### config.mk
export PLATFORM = sky130hd
export DESIGN_NAME = led_pulse_driver
export DESIGN_NICKNAME = d
export VERILOG_FILES = /design/src/rtl/led_pulse_driver.sv
export SDC_FILE = /design/constraint.sdc
export NUM_CORES = 1
export LEC_CHECK = 0
export ABC_AREA = 1
export BUFFER_PORTS_ARGS = -buffer_cell sky130_fd_sc_hd__buf_4
export CELL_PAD_IN_SITES_DETAIL_PLACEMENT = 1
export CELL_PAD_IN_SITES_GLOBAL_PLACEMENT = 1
export CORE_MARGIN = 2
export CORE_UTILIZATION = 47
export DETAILED_ROUTE_END_ITERATION = 7
export PLACE_DENSITY_LB_ADDON = 0.15
export SYNTH_ARGS = -nofsm -noshare
export SYNTH_HDL_FRONTEND = slang
export SYNTH_SLANG_ARGS = --single-unit
### constraint.sdc
create_clock -name SYS_CLK -period 5.52 [get_ports SYS_CLK]
set_input_delay 0 -clock SYS_CLK [delete_from_list [all_inputs] [get_ports SYS_CLK]]
set_output_delay 0 -clock SYS_CLK [all_outputs]
set_load 0.005 [all_outputs]
### src/rtl/led_pulse_driver.sv
// Stretches single-cycle event strobes into visible LED pulses with a fixed on-time and off-gap.
// Events that arrive during a pulse are queued in a saturating pending counter.
module led_pulse_driver #(
    parameter int ON_CYCLES  = 12500000,
    parameter int OFF_CYCLES = 12500000,
    parameter int PEND_W     = 4
) (
    input  logic              SYS_CLK,
    input  logic              SYS_RST,
    input  logic              EVT_IN,
    input  logic              EN,
    output logic              LED_OUT,
    output logic              BUSY,
    output logic [PEND_W-1:0] PEND_CNT,
    output logic              OVERFLOW
);

    localparam int MAX_CYC = (ON_CYCLES > OFF_CYCLES) ? ON_CYCLES : OFF_CYCLES;
    localparam int TIMER_W = (MAX_CYC > 1) ? $clog2(MAX_CYC) : 1;

    localparam logic [TIMER_W-1:0] ON_LOAD  = TIMER_W'(ON_CYCLES - 1);
    localparam logic [TIMER_W-1:0] OFF_LOAD = TIMER_W'(OFF_CYCLES - 1);
    localparam logic [TIMER_W-1:0] T_ONE    = TIMER_W'(1);
    localparam logic [PEND_W-1:0]  P_ONE    = PEND_W'(1);
    localparam logic [PEND_W-1:0]  PEND_MAX = '1;

    localparam logic [1:0] S_IDLE = 2'd0;
    localparam logic [1:0] S_ON   = 2'd1;
    localparam logic [1:0] S_OFF  = 2'd2;

    logic [1:0]         r_state;
    logic [TIMER_W-1:0] r_timer;
    logic               r_led;
    logic               r_busy;
    logic [PEND_W-1:0]  r_pend;
    logic               r_ovf;

    logic               w_req;
    logic               w_timerDone;
    logic               w_start;
    logic [1:0]         w_stateNext;
    logic [TIMER_W-1:0] w_timerNext;
    logic [PEND_W-1:0]  w_pendNext;
    logic               w_ovfNext;

    assign w_req       = EN && ((r_pend != '0) || EVT_IN);
    assign w_timerDone = (r_timer == '0);

    always_comb begin
        w_stateNext = r_state;
        w_timerNext = r_timer;
        case (r_state)
            S_IDLE: begin
                if (w_req) begin
                    w_stateNext = S_ON;
                    w_timerNext = ON_LOAD;
                end
            end
            S_ON: begin
                if (w_timerDone) begin
                    w_stateNext = S_OFF;
                    w_timerNext = OFF_LOAD;
                end else begin
                    w_timerNext = r_timer - T_ONE;
                end
            end
            S_OFF: begin
                // Chaining straight back into ON keeps the gap at exactly OFF_CYCLES.
                if (w_timerDone) begin
                    if (w_req) begin
                        w_stateNext = S_ON;
                        w_timerNext = ON_LOAD;
                    end else begin
                        w_stateNext = S_IDLE;
                    end
                end else begin
                    w_timerNext = r_timer - T_ONE;
                end
            end
            default: begin
                w_stateNext = S_IDLE;
                w_timerNext = '0;
            end
        endcase
    end

    assign w_start = (w_stateNext == S_ON) && (r_state != S_ON);

    // An event coinciding with a start is consumed directly and leaves the count alone.
    always_comb begin
        w_pendNext = r_pend;
        w_ovfNext  = r_ovf;
        if (EVT_IN && !w_start) begin
            if (r_pend == PEND_MAX) begin
                w_ovfNext = 1'b1;
            end else begin
                w_pendNext = r_pend + P_ONE;
            end
        end else if (!EVT_IN && w_start && (r_pend != '0)) begin
            w_pendNext = r_pend - P_ONE;
        end
    end

    always_ff @(posedge SYS_CLK) begin
        if (SYS_RST) begin
            r_state <= S_IDLE;
            r_timer <= '0;
            r_led   <= 1'b0;
            r_busy  <= 1'b0;
            r_pend  <= '0;
            r_ovf   <= 1'b0;
        end else begin
            r_state <= w_stateNext;
            r_timer <= w_timerNext;
            r_led   <= (w_stateNext == S_ON);
            r_busy  <= (w_stateNext != S_IDLE);
            r_pend  <= w_pendNext;
            r_ovf   <= w_ovfNext;
        end
    end

    assign LED_OUT  = r_led;
    assign BUSY     = r_busy;
    assign PEND_CNT = r_pend;
    assign OVERFLOW = r_ovf;

endmodule

=== Word-level counts from Yosys, hierarchy flattened ===
Index checks and enable logic that the tools add are counted.

* Eq/ne operators: 6
* Reduce and logical (&&, ||, !) cells: 15
* Multiplexer cells: 12
* Add/sub/neg operators: 3

{| class="wikitable"
|+ Operator list
! cell !! number
|-
| two-way mux 24 bit || 3
|-
| one-hot mux 24 bit (3 select lines) || 1
|-
| zero test 24 bit || 1
|-
| subtractor 24 x 1 -> 24 bit (second input constant) || 1
|-
| two-way mux 4 bit || 3
|-
| two-way mux 2 bit || 3
|-
| one-hot mux 2 bit (3 select lines) || 1
|-
| logical AND 1 bit || 5
|-
| adder 4 x 1 -> 4 bit (second input constant) || 1
|-
| equality test 2 x 1 -> 1 bit (second input constant) || 2
|-
| equality test 4 bit (second input constant) || 1
|-
| AND reduction 2 bit || 2
|-
| nonzero test 2 bit || 2
|-
| nonzero test 4 bit || 1
|-
| subtractor 4 x 1 -> 4 bit (second input constant) || 1
|-
| equality test 2 bit (second input constant) || 1
|-
| zero test 1 bit || 2
|-
| zero test 2 bit || 1
|-
| != test 2 x 1 -> 1 bit (second input constant) || 1
|-
| != test 2 bit (second input constant) || 1
|-
| logical OR 1 bit || 1
|-
| two-way mux 1 bit || 1
|}

* Bits in registers: 33
* Word-level logic and storage cells: 42
* Output and inout port bits: 7
* Bits of input ports: 4

=== Longest topological paths before layout ===
Gate-level depths: netlist (run 1).

* Depth after elaboration: 12
* Depth in mapped cells: 18

=== Worst setup path before layout (run 1) ===
Ideal clock, no wire load.

* Path kind: register to register
* Start point: register r_timer[0]
* End point: register r_pend[3] (netlist: PEND_CNT[3])
* Stages on the path, launching flop included: 18
* Buffers on the path: 0
* Period minus slack after synthesis: 2281 ps
* Library setup time: 113 ps
* Arrival: 2168 ps
* Setup slack: 3239 ps
* Path through: dfxtp_1 > inv_1 > ha_1 > nand2_2 > nor2_4 > nand3_4 > nand2_4 > nand2_1 > nand2_1 > ha_1 > nand2_1 > nand2_1 > a31oi_1 > nand3_1 > nand2_1 > nor2_1 > nor2_1 > nor2_1

* Cells in the longest elaborated chain, start to end: 9
* Elaborated cells on any way between the ends: 14
* Classes of those cells: eq/ne: 2; mux: 4; reduce/logical: 8

{| class="wikitable"
|+ RTL lines
! element !! line !! source
|-
| from (decl) || 32 || <nowiki>logic [TIMER_W-1:0] r_timer;</nowiki>
|-
| from (signal assigned) || 114 || <nowiki>r_timer <= w_timerNext;</nowiki>
|-
| zero test 24 bit (*) || 47 || <nowiki>assign w_timerDone = (r_timer == '0);</nowiki>
|-
| two-way mux 2 bit (on tied branches) || 69, 60 ||
|-
| one-hot mux 2 bit (3 select lines) (*) || 52 || <nowiki>case (r_state)</nowiki>
|-
| equality test 2 x 1 -> 1 bit (*) || 87 || <nowiki>assign w_start = (w_stateNext == S_ON) && (r_state != S_ON);</nowiki>
|-
| logical AND 1 bit (*) || 87 ||
|-
| zero test 1 bit or logical AND 1 bit (tied branches) || 93, 99 ||
|-
| logical AND 1 bit (on tied branches) || 93, 99 ||
|-
| != test 2 bit (no source line) or nonzero test 2 bit (tied branches) || -- ||
|-
| AND reduction 2 bit (no source line) || -- ||
|-
| to (signal assigned) || 117 || <nowiki>r_pend <= w_pendNext;</nowiki>
|-
| to (decl) || 35 || <nowiki>logic [PEND_W-1:0] r_pend;</nowiki>
|}

Every way passes the cells marked *; elsewhere a longest branch is shown, timed or not.
A chain may end at the register's enable or synchronous reset.

=== Worst setup path after layout (run 1) ===
* Start point: register r_timer[1]
* End point: register r_pend[3] (netlist: PEND_CNT[3])

The elaborated chain is that of the path after synthesis.

==> impl_metrics.yaml, run 1 <==
yosys:
  yosysWarnings: 0
  netlist_area_mm2: 0.001978
  synth-seq-cells: 33
  synthArstFlopShare_pct: 0
  synth_edf_count: 0
  synth_cell_types: 34
  synthFlopType: "dfxtp_1"
  yosysMostFrequentCell: "nand2_1"
  syn_area_per_cell_um2: 6.917
  synth.top_cells.by_area: "dfxtp_1 33%, nand2_1 9.7%, nor2_1 8.7%"
  ys_seq_area_share_pct: 33.40
  synth_top_area_cell: "dfxtp_1"
  synthTopCellsByCount: "51 x nand2_1, 46 x nor2_1, 33 x dfxtp_1"
  synth_nets: 294
  syn_inst: 286
  netlist.area_leader.share_pct: 33.40
timing:
  fin_tns_setup_ns: 0
  worst_pin_slew_ns: 1.080
  fin_worst_skew_ns: 0.002574
  rsz0062_at_grt: "no"
  slew_headroom_pct: 27.72
  hold_violations: 0
  drv_slew: 0
  worst_slack_ns: 2.909
  finalSetupViolCount: 0
  final.period_utilization_pct: 47.30
  min_period_ns: 2.611
  fmax_mhz: 383.0
run:
  drv_cap: 0
global_routing:
  grt-ovfl-total: 0
  grt_max_degree: 28
  antenna_found_initial: 0
  first_global_vias: 1762
  grt_pass1_wl_mm: 8.452
  grt.total_usage_pct: 24.53
detailed_routing:
  wl_mm: 5.111
  num_vias: 1860
  drt_iter0_markers: 69
  wl_per_cell_um: 14.77
  drc: 0
  drt-pass1-iter-count: 4
  vias_per_cell: 5.376
  ant_nets: 0
critical_path:
  regToRegSetupSlack_ns: 2.91
  critical_path_class: "flop to flop"
  cp.required_ns: 5.75
  crit_arrival_ns: 2.84
  worstSetupEndpointType: "flop"
  critPathLaunchType: "flop"
  worstPathMaxFanout: 10
  r2r_end: "PEND_CNT[3]$_SDFFE_PP0P_"
  timing.rr.start: "r_timer[1]$_SDFF_PP0_"
  worst-r2r-cell-count: 18
clock_network:
  cts_resized: 0
  hold_buffers: 0
  cts_tree: "done"
  root_buffer: "clkbuf_8"
  clkTransAtPathRegs_ns: 0.06
  worstSkewPairLatency_ns: 0.28
  cts_max_path_buffers: 2
  h-tree-depth: 2
  cts_buffers: 5
  cts_setup_buffers: 0
  clock_sinks: 33
place:
  routabilityCongestion: 0.8604
  placed_cell_area_mm2: 0.002081
  pre_cts_ws_ns: 2.909
  hpwl_mm: 3.738
  port_buffers: 10
die:
  initial_core_util_pct: 49.10
  die_x_um: 68.88
  die_area_mm2: 0.004744
  core_mm2: 0.004029
  ios: 11
  die_h_um: 68.88
  row_count: 23
hold_path:
  hp-start: "EN"
  hp-class: "input port to flop"
  hold_end: "r_timer[0]$_SDFF_PP0_"
  hold_depth: 3
run_status:
  status: "finished clean"
pwr:
  leakage_nw: 0.9546
  vdd_drop_max_mv: 0.2844
  cellPowerDensity_mw_per_mm2: 498.8
layout:
  antennaDiodeCount: 0
  drive_gt1_share_pct: 13.51
  final_area_mm2: 0.002167
  finalNetCount: 304
  syn2layout_area_growth_pct: 9.551
  n_fill_cell: 567
  final_util_pct: 53.79
-- cells by family (layout without fill, tap and decap cells) --
kind of cell / count (synthesis) / in the layout / share of synthesized area, %
fa+ha+maj: 4 / 4 / 2.910
buf+inv: 36 / 46 / 7.400
flops: 33 / 33 / 33.40
xor+xnor: 14 / 14 / 6.199
compound gates: 65 / 65 / 18.79
simple gates: 134 / 134 / 31.31
-- power by group --
part	leakage, nW	internal [mW]	switching [mW]	total (mW)
logic	0.638	0.198	0.327	0.526
clock network	0.0443	0.0989	0.0861	0.185
registers	0.272	0.297	0.0730	0.370
total	0.955	0.594	0.486	1.08
-- flip-flops by register name, summed over array words and instances (netlist names) --
register	cells
r_timer	24
PEND_CNT	4
r_state	2
BUSY	1
LED_OUT	1
OVERFLOW	1
-- worst max-delay path, cell delays in order (launching register included) --
cell and delay [ns]:
dfxtp_1 0.34, inv_1 0.08, ha_1 0.22, nand2_2 0.11, nor2_4 0.18, nand3_4 0.17
nand2_4 0.13, nand2_1 0.10, nand2_1 0.18, ha_1 0.30, nand2_1 0.07, nand2_1 0.05
a31oi_1 0.19, inv_1 0.06, nand2_1 0.08, nand2_1 0.06, nor2_1 0.10, nor2_1 0.04
nor2_1 0.09
-- layout make-up --
class | count | area [um2] | area share, %
Clock buffer | 7 | 86.33 | 3.984
Inverter | 29 | 111.4 | 5.139
Multi-Input combinational cell | 217 | 1171 | 54.04
Sequential cell | 33 | 660.6 | 30.48
Tap cell | 50 | 62.56 | 2.887
Timing Repair Buffer | 10 | 75.07 | 3.464
-- per-layer routing --
| metal | global-route usage (%) | share of wire, % |
|---|---|---|
| met1 | 30.73 | 48 |
| met2 | 42.43 | 49 |
| met3 | 4.383 | 2.5 |
| met4 | 8.088 | 0.53 |
| met5 | 0 | 0 |
-- worst max path at each step --
stage | depth (start not counted) | endpoint | slack [ns] | from
finish | 18 | PEND_CNT[3]$_SDFFE_PP0P_ | 2.91 | r_timer[1]$_SDFF_PP0_
global placement | 18 | PEND_CNT[3]$_SDFFE_PP0P_ | 3.06 | r_timer[0]$_SDFF_PP0_
global route | 17 | PEND_CNT[3]$_SDFFE_PP0P_ | 2.67 | r_timer[0]$_SDFF_PP0_
detailed placement | 18 | PEND_CNT[3]$_SDFFE_PP0P_ | 2.91 | r_timer[0]$_SDFF_PP0_
floorplan | 17 | PEND_CNT[3]$_SDFFE_PP0P_ | 3.24 | r_timer[0]$_SDFF_PP0_
CTS | 18 | PEND_CNT[3]$_SDFFE_PP0P_ | 2.89 | r_timer[0]$_SDFF_PP0_
-- per-stage QoR --
| step | std cells | hold WS [ns] | total power [mW] |
|---|---|---|---|
| finish | 346 | 0.08480 | 1.081 |
| floorplan | 286 | 0.2214 | 0.7740 |
| detailed placement | 339 | 0.3859 | 0.8983 |
| CTS | 346 | 0.07913 | 1.090 |
| global placement | 339 | 0.3789 | 0.8807 |
| global route | 346 | 0.1005 | 1.175 |
-- cells in the final DEF (no fill, tap or decap), types with 2 or more instances in the layout --
| cell type | netlist | routed |
|---|---|---|
| nand2_1 | 51 | 51 |
| nor2_1 | 46 | 46 |
| dfxtp_1 | 33 | 33 |
| inv_1 | 28 | 28 |
| o21ai_0 | 27 | 27 |
| a21oi_1 | 23 | 23 |
| nand3_1 | 10 | 10 |
| buf_4 | 0 | 10 |
| xor2_1 | 7 | 7 |
| xnor2_1 | 7 | 7 |
| nor2_2 | 6 | 6 |
| clkbuf_8 | 0 | 6 |
| nand4_1 | 5 | 5 |
| a22oi_1 | 4 | 4 |
| nor2_4 | 3 | 3 |
| nand2_2 | 3 | 3 |
| nor3_1 | 3 | 3 |
| ha_1 | 3 | 3 |
| nand2_4 | 2 | 2 |
| o21ai_2 | 2 | 2 |
| a21oi_2 | 2 | 2 |
| a31oi_1 | 2 | 2 |
| or2_2 | 2 | 2 |
| o22ai_1 | 2 | 2 |
Note: power is estimated with default switching activity, not from simulation.
==> inputs of run 2 (changes only) <==
--- a/config.mk
+++ b/config.mk
@@ -5,12 +5,12 @@
 export SDC_FILE = /design/constraint.sdc
 export NUM_CORES = 1
 export LEC_CHECK = 0
-export ABC_AREA = 1
+export ABC_AREA = 0
 export BUFFER_PORTS_ARGS = -buffer_cell sky130_fd_sc_hd__buf_4
 export CELL_PAD_IN_SITES_DETAIL_PLACEMENT = 1
 export CELL_PAD_IN_SITES_GLOBAL_PLACEMENT = 1
 export CORE_MARGIN = 2
-export CORE_UTILIZATION = 47
+export CORE_UTILIZATION = 41
 export DETAILED_ROUTE_END_ITERATION = 7
 export PLACE_DENSITY_LB_ADDON = 0.15
 export SYNTH_ARGS = -nofsm -noshare
==> constraint.sdc (replaced) <==
create_clock -name SYS_CLK -period 2.2 [get_ports SYS_CLK]
set_input_delay 0 -clock SYS_CLK [delete_from_list [all_inputs] [get_ports SYS_CLK]]
set_output_delay 0 -clock SYS_CLK [all_outputs]
set_load 0.005 [all_outputs]
==> impl_metrics.yaml, run 2 <==
run_status:
  status: "finished with violations"
  violations: "negative setup slack"
yosys:
  netlist.area_leader.share_pct: 32.47
  synth_nets: 263
  yosysWarnings: 0
  syn_inst: 255
  synthArstFlopShare_pct: 0
  synth_top_area_cell: "dfxtp_1"
  synth_cell_types: 60
  synth_edf_count: 0
  syn_area_per_cell_um2: 7.978
  synth-seq-cells: 33
  synthTopCellsByCount: "44 x nor2_1, 33 x dfxtp_1, 32 x a21oi_1"
  synth.top_cells.by_area: "dfxtp_1 32%, nor2_1 8.1%, a21oi_1 7.9%"
  netlist_area_mm2: 0.002034
  synthFlopType: "dfxtp_1"
  yosysMostFrequentCell: "nor2_1"
  ys_seq_area_share_pct: 32.47
critical_path:
  worstSetupEndpointType: "flop"
  critPathLaunchType: "flop"
  crit_top_cell: "a21oi_2"
  worst-r2r-cell-count: 11
  critical_path.slowest_cell: "nor4_4"
  worstPathMaxFanout: 2
  critical_path_class: "flop to flop"
  cp.required_ns: 2.38
  path_cells: "nor4_4 -> nand4b_4 -> o41ai_4 -> nor2_2 -> inv_2 -> ha_1 -> a21o_1 -> a21oi_2 -> and3_4 -> a21oi_2 -> mux2_4"
  crit_arrival_ns: 2.74
  slowest_delay_ns: 0.36
timing:
  rsz0062_at_grt: "yes"
  drv_slew: 0
  hold_violations: 0
  fmax_mhz: 390.7
  whs_ns: 0.03427
  slew_headroom_pct: 64.11
  fin_worst_skew_ns: 0.008002
  fin_tns_setup_ns: -0.5993
  worst_slack_ns: -0.3595
  worst_pin_slew_ns: 0.5384
  finalSetupViolCount: 3
  final.period_utilization_pct: 116.3
  min_period_ns: 2.560
clock_network:
  hold_buffers: 0
  h-tree-depth: 2
  cts_tree: "done"
  root_buffer: "clkbuf_8"
  clkTransAtPathRegs_ns: 0.07
  worstSkewPairLatency_ns: 0.29
  clock_sinks: 33
  cts_max_path_buffers: 2
  cts_buffers: 5
die:
  die_x_um: 74.44
  die_h_um: 74.44
  initial_core_util_pct: 42.79
  core_mm2: 0.004755
  die_area_mm2: 0.005541
  row_count: 25
  ios: 11
place:
  pre_cts_ws_ns: -0.3656
  port_buffers: 10
  hpwl_mm: 4.802
  routabilityCongestion: 0.8448
global_routing:
  grt_max_degree: 18
  grt-ovfl-total: 0
  grt.total_usage_pct: 27.59
  grt_pass1_wl_mm: 11.59
  first_global_vias: 2373
  antenna_found_initial: 0
detailed_routing:
  wl_per_cell_um: 18.66
  ant_nets: 0
  vias_per_cell: 5.715
  drc: 0
  drt-pass1-iter-count: 4
  wl_mm: 7.278
  drt_iter0_markers: 133
  num_vias: 2229
layout:
  antennaDiodeCount: 0
  n_fill_cell: 588
  layout_common_cells: "72 x buf_4, 43 x nor2_1, 30 x a21oi_1, 26 x dfxtp_1"
  drive_gt1_share_pct: 37.77
  multi_input_area_mm2: 0.001413
  top_register: "r_timer"
  final_common_cell: "buf_4"
  syn2layout_area_growth_pct: 38.99
  finalNetCount: 330
  largest_reg_flops: 24
  seq_area_um2: 669.4
hold_path:
  hold_depth: 2
  hp-class: "input port to flop"
pwr:
  leakage_nw: 1.195
  vdd_drop_max_mv: 0.4258
  cellPowerDensity_mw_per_mm2: 941.1
run:
  drv_cap: 0
## run 2: kinds of logic after synthesis
kind of cell             synth area share [%]
XOR/XNOR                                2.583
AO/OA/AOI/OAI                           25.65
adder cells (fa/ha/maj)                 3.321
flip-flops                              32.47
buffers and inverters                   3.998
multiplexers                            1.968
AND/OR/NAND/NOR                         30.01
## run 2: critical path, delay by kind of cell (launching register included)
| family | cells | cell delay (ns) |
|---|---|---|
| flops | 1 | 0.34 |
| buf+inv | 1 | 0.07 |
| compound gates | 4 | 0.71 |
| mux | 1 | 0.29 |
| fa+ha+maj | 1 | 0.23 |
| simple gates | 4 | 0.80 |
## run 2: cell type report
type                            instances  area share, %
Timing Repair Buffer                   73          19.82
Clock inverter                          2         0.3540
Sequential cell                        33          23.67
Multi-Input combinational cell        204          49.96
Tap cell                               67          2.965
Clock buffer                            6          2.566
Inverter                                5         0.6637
## run 2: timing repair
| action | 4_1_cts | 5_1_grt |
|---|---|---|
| resized for setup | 8 | 16 |
| endpoints found under the setup margin | 3 | 10 |
| gates cloned | 0 | 0 |
| buffers inserted | 7 | 3 |
| pin swaps | 6 | 12 |
## run 2: path summary, 6_finish.rpt
kind | start | endpoint | slack [ns]
setup reg to reg | r_timer[18]$_SDFF_PP0_ | PEND_CNT[3]$_SDFFE_PP0P_ | -0.36
hold / removal | SYS_RST | PEND_CNT[2]$_SDFFE_PP0P_ | 0.03
hold reg to reg | OVERFLOW$_SDFFE_PP0P_ | OVERFLOW$_SDFFE_PP0P_ | 0.51
setup / recovery | r_timer[18]$_SDFF_PP0_ | PEND_CNT[3]$_SDFFE_PP0P_ | -0.36
## run 2: power breakdown
part / leakage, nW / internal, mW / switching [mW] / total (mW)
combinational: 0.875 / 0.685 / 0.736 / 1.42
clock: 0.0450 / 0.219 / 0.230 / 0.449
sequential: 0.275 / 0.702 / 0.0891 / 0.791
total: 1.19 / 1.61 / 1.05 / 2.66
## run 2: metrics by stage
stage                     instances  power [mW]  cell area, um2  utilization [%]
after floorplan                 255       1.499            2063                -
after global placement          374       2.016            2585            54.37
after detailed placement        374       2.043            2585            54.37
after CTS                       389       2.596            2761            58.08
after global routing            390       2.815            2828            59.47
final                           390       2.661            2828            59.47
## run 2: routing by layer
layer	vias up	share of wire [%]	global-route usage (%)
met4	0	0.84	10.52
li1	1064	-	-
met5	-	0	0
met2	42	51	47.30
met3	6	3.1	4.336
met1	1117	45	34.76
==> inputs of run 3 (changes only) <==
--- a/config.mk
+++ b/config.mk
@@ -12,6 +12,7 @@
 export CORE_MARGIN = 2
 export CORE_UTILIZATION = 41
 export DETAILED_ROUTE_END_ITERATION = 7
+export HOLD_SLACK_MARGIN = 0.08
 export PLACE_DENSITY_LB_ADDON = 0.15
 export SYNTH_ARGS = -nofsm -noshare
 export SYNTH_HDL_FRONTEND = slang
==> impl_metrics.yaml, run 3 (synthesized netlist as in run 2, its figures left out) <==
timing:
  slew_headroom_pct: 63.71
  worst_pin_slew_ns: 0.5444
  finalSetupViolCount: 3
  fin_tns_setup_ns: -0.6528
  final.period_utilization_pct: 117.5
  fin_worst_skew_ns: 0.01082
  drv_slew: 0
  worst_slack_ns: -0.3848
  rsz0062_at_grt: "yes"
  whs_ns: 0.2265
  min_period_ns: 2.585
  hold_violations: 0
  fmax_mhz: 386.9
layout:
  finalNetCount: 331
  final_cell_count_no_fill: 391
  final_area_mm2: 0.002838
  top_register: "r_timer"
  antennaDiodeCount: 0
  syn2layout_area_growth_pct: 39.48
  final_common_cell: "buf_4"
  drive_gt1_share_pct: 37.65
  largest_reg_flops: 24
  layout_common_cells: "72 x buf_4, 43 x nor2_1, 30 x a21oi_1, 26 x dfxtp_1"
hold_path:
  hp-class: "input port to flop"
  hold_depth: 4
  hp-start: "EN"
die:
  row_count: 25
  die_x_um: 74.44
  die_area_mm2: 0.005541
  initial_core_util_pct: 42.79
  die_h_um: 74.44
  core_mm2: 0.004755
  ios: 11
critical_path:
  crit_arrival_ns: 2.77
  critical_path_class: "flop to flop"
  worstSetupEndpointType: "flop"
  critPathLaunchType: "flop"
  path_cells: "nor4_4 -> nand4b_4 -> o41ai_4 -> nor2_2 -> inv_2 -> ha_1 -> a21o_1 -> a21oi_2 -> and3_4 -> a21oi_2 -> mux2_4"
  r2r_end: "PEND_CNT[3]$_SDFFE_PP0P_"
  regToRegSetupSlack_ns: -0.38
  crit_top_cell: "a21oi_2"
  worst-r2r-cell-count: 11
  worstSetupStartpoint: "r_timer[14]$_SDFF_PP0_"
  critical_path.slowest_cell: "o41ai_4"
  crit_path_end: "PEND_CNT[3]$_SDFFE_PP0P_"
  cp.required_ns: 2.38
  slowest_delay_ns: 0.38
  timing.rr.start: "r_timer[14]$_SDFF_PP0_"
  worstPathMaxFanout: 2
run_status:
  status: "finished with violations"
  violations: "negative setup slack"
clock_network:
  clkTransAtPathRegs_ns: 0.08
  cts_tree: "done"
  clock_sinks: 33
  cts_buffers: 5
  worstSkewPairLatency_ns: 0.29
  h-tree-depth: 2
  cts_max_path_buffers: 2
  root_buffer: "clkbuf_8"
place:
  port_buffers: 10
  routabilityCongestion: 0.8448
  hpwl_mm: 4.802
  dp.cells: 374
  placed_cell_area_mm2: 0.002585
run:
  drv_cap: 0
detailed_routing:
  wl_mm: 7.661
  num_vias: 2255
  vias_per_cell: 5.767
  drt-pass1-iter-count: 4
  drc: 0
  drt_iter0_markers: 137
  wl_per_cell_um: 19.59
  ant_nets: 0
pwr:
  p_total_mw: 2.687
  vdd_drop_max_mv: 0.4358
  leakage_nw: 1.199
  cellPowerDensity_mw_per_mm2: 946.7
global_routing:
  antenna_found_initial: 0
  grt_pass1_wl_mm: 11.70
  first_global_vias: 2373
  grt-ovfl-total: 0
  grt_max_degree: 18
  grt.total_usage_pct: 27.88
run 3: worst min path at each step:
stage	to	slack, ns
after global placement	PEND_CNT[2]$_SDFFE_PP0P_	0.32
after CTS	r_timer[19]$_SDFF_PP0_	0.22
after floorplan	r_timer[19]$_SDFF_PP0_	0.26
after global routing	r_timer[19]$_SDFF_PP0_	0.23
final	r_timer[19]$_SDFF_PP0_	0.23
after detailed placement	PEND_CNT[2]$_SDFFE_PP0P_	0.33
run 3: layer usage:
metal,global-route usage [%],share of wire [%],vias to the layer above
met3,4.201,4.6,14
met5,0,0,-
met4,9.524,2.2,0
li1,-,-,1066
met1,35.23,43,1110
met2,48.38,50,65
run 3: report_power, final:
part	internal, mW	total (mW)	switching, mW
combinational	0.686	1.44	0.754
clock	0.219	0.457	0.237
sequential	0.702	0.790	0.0884
run 3: what timing repair did:
item	in CTS	in global routing
hold buffers	1	0
endpoints found under the setup margin	3	11
endpoints found under the hold margin	8	0
resized for setup	8	16
pin swaps	6	12
setup buffers	7	3
run 3: final cells by class:
type,count,area [um2]
fillers,595,1917
multi-input cells,204,1413
flip-flops and latches,33,669.4
repair buffers,74,570.5
well taps,67,83.83
clock buffers,6,72.57
inverters,5,18.77
clock inverters,2,10.01
run 3: worst max-delay path: cells and delay by family, from the launching register on:
| family | cells | cell delay (ns) |
|---|---|---|
| and+or+nand+nor | 4 | 0.82 |
| adders and majority gates | 1 | 0.22 |
| AOI/OAI and AO/OA | 4 | 0.74 |
| buffers and inverters | 1 | 0.06 |
| DFF | 1 | 0.34 |
| muxes | 1 | 0.29 |
run 3: through the flow:
step                      util [%]  worst slack [ns]
final                        59.68           -0.3848
after global routing         59.68           -0.4817
after CTS                    58.29           -0.3539
after detailed placement     54.37           -0.3656
after global placement       54.37           -0.2849
after floorplan                  -           -0.4066
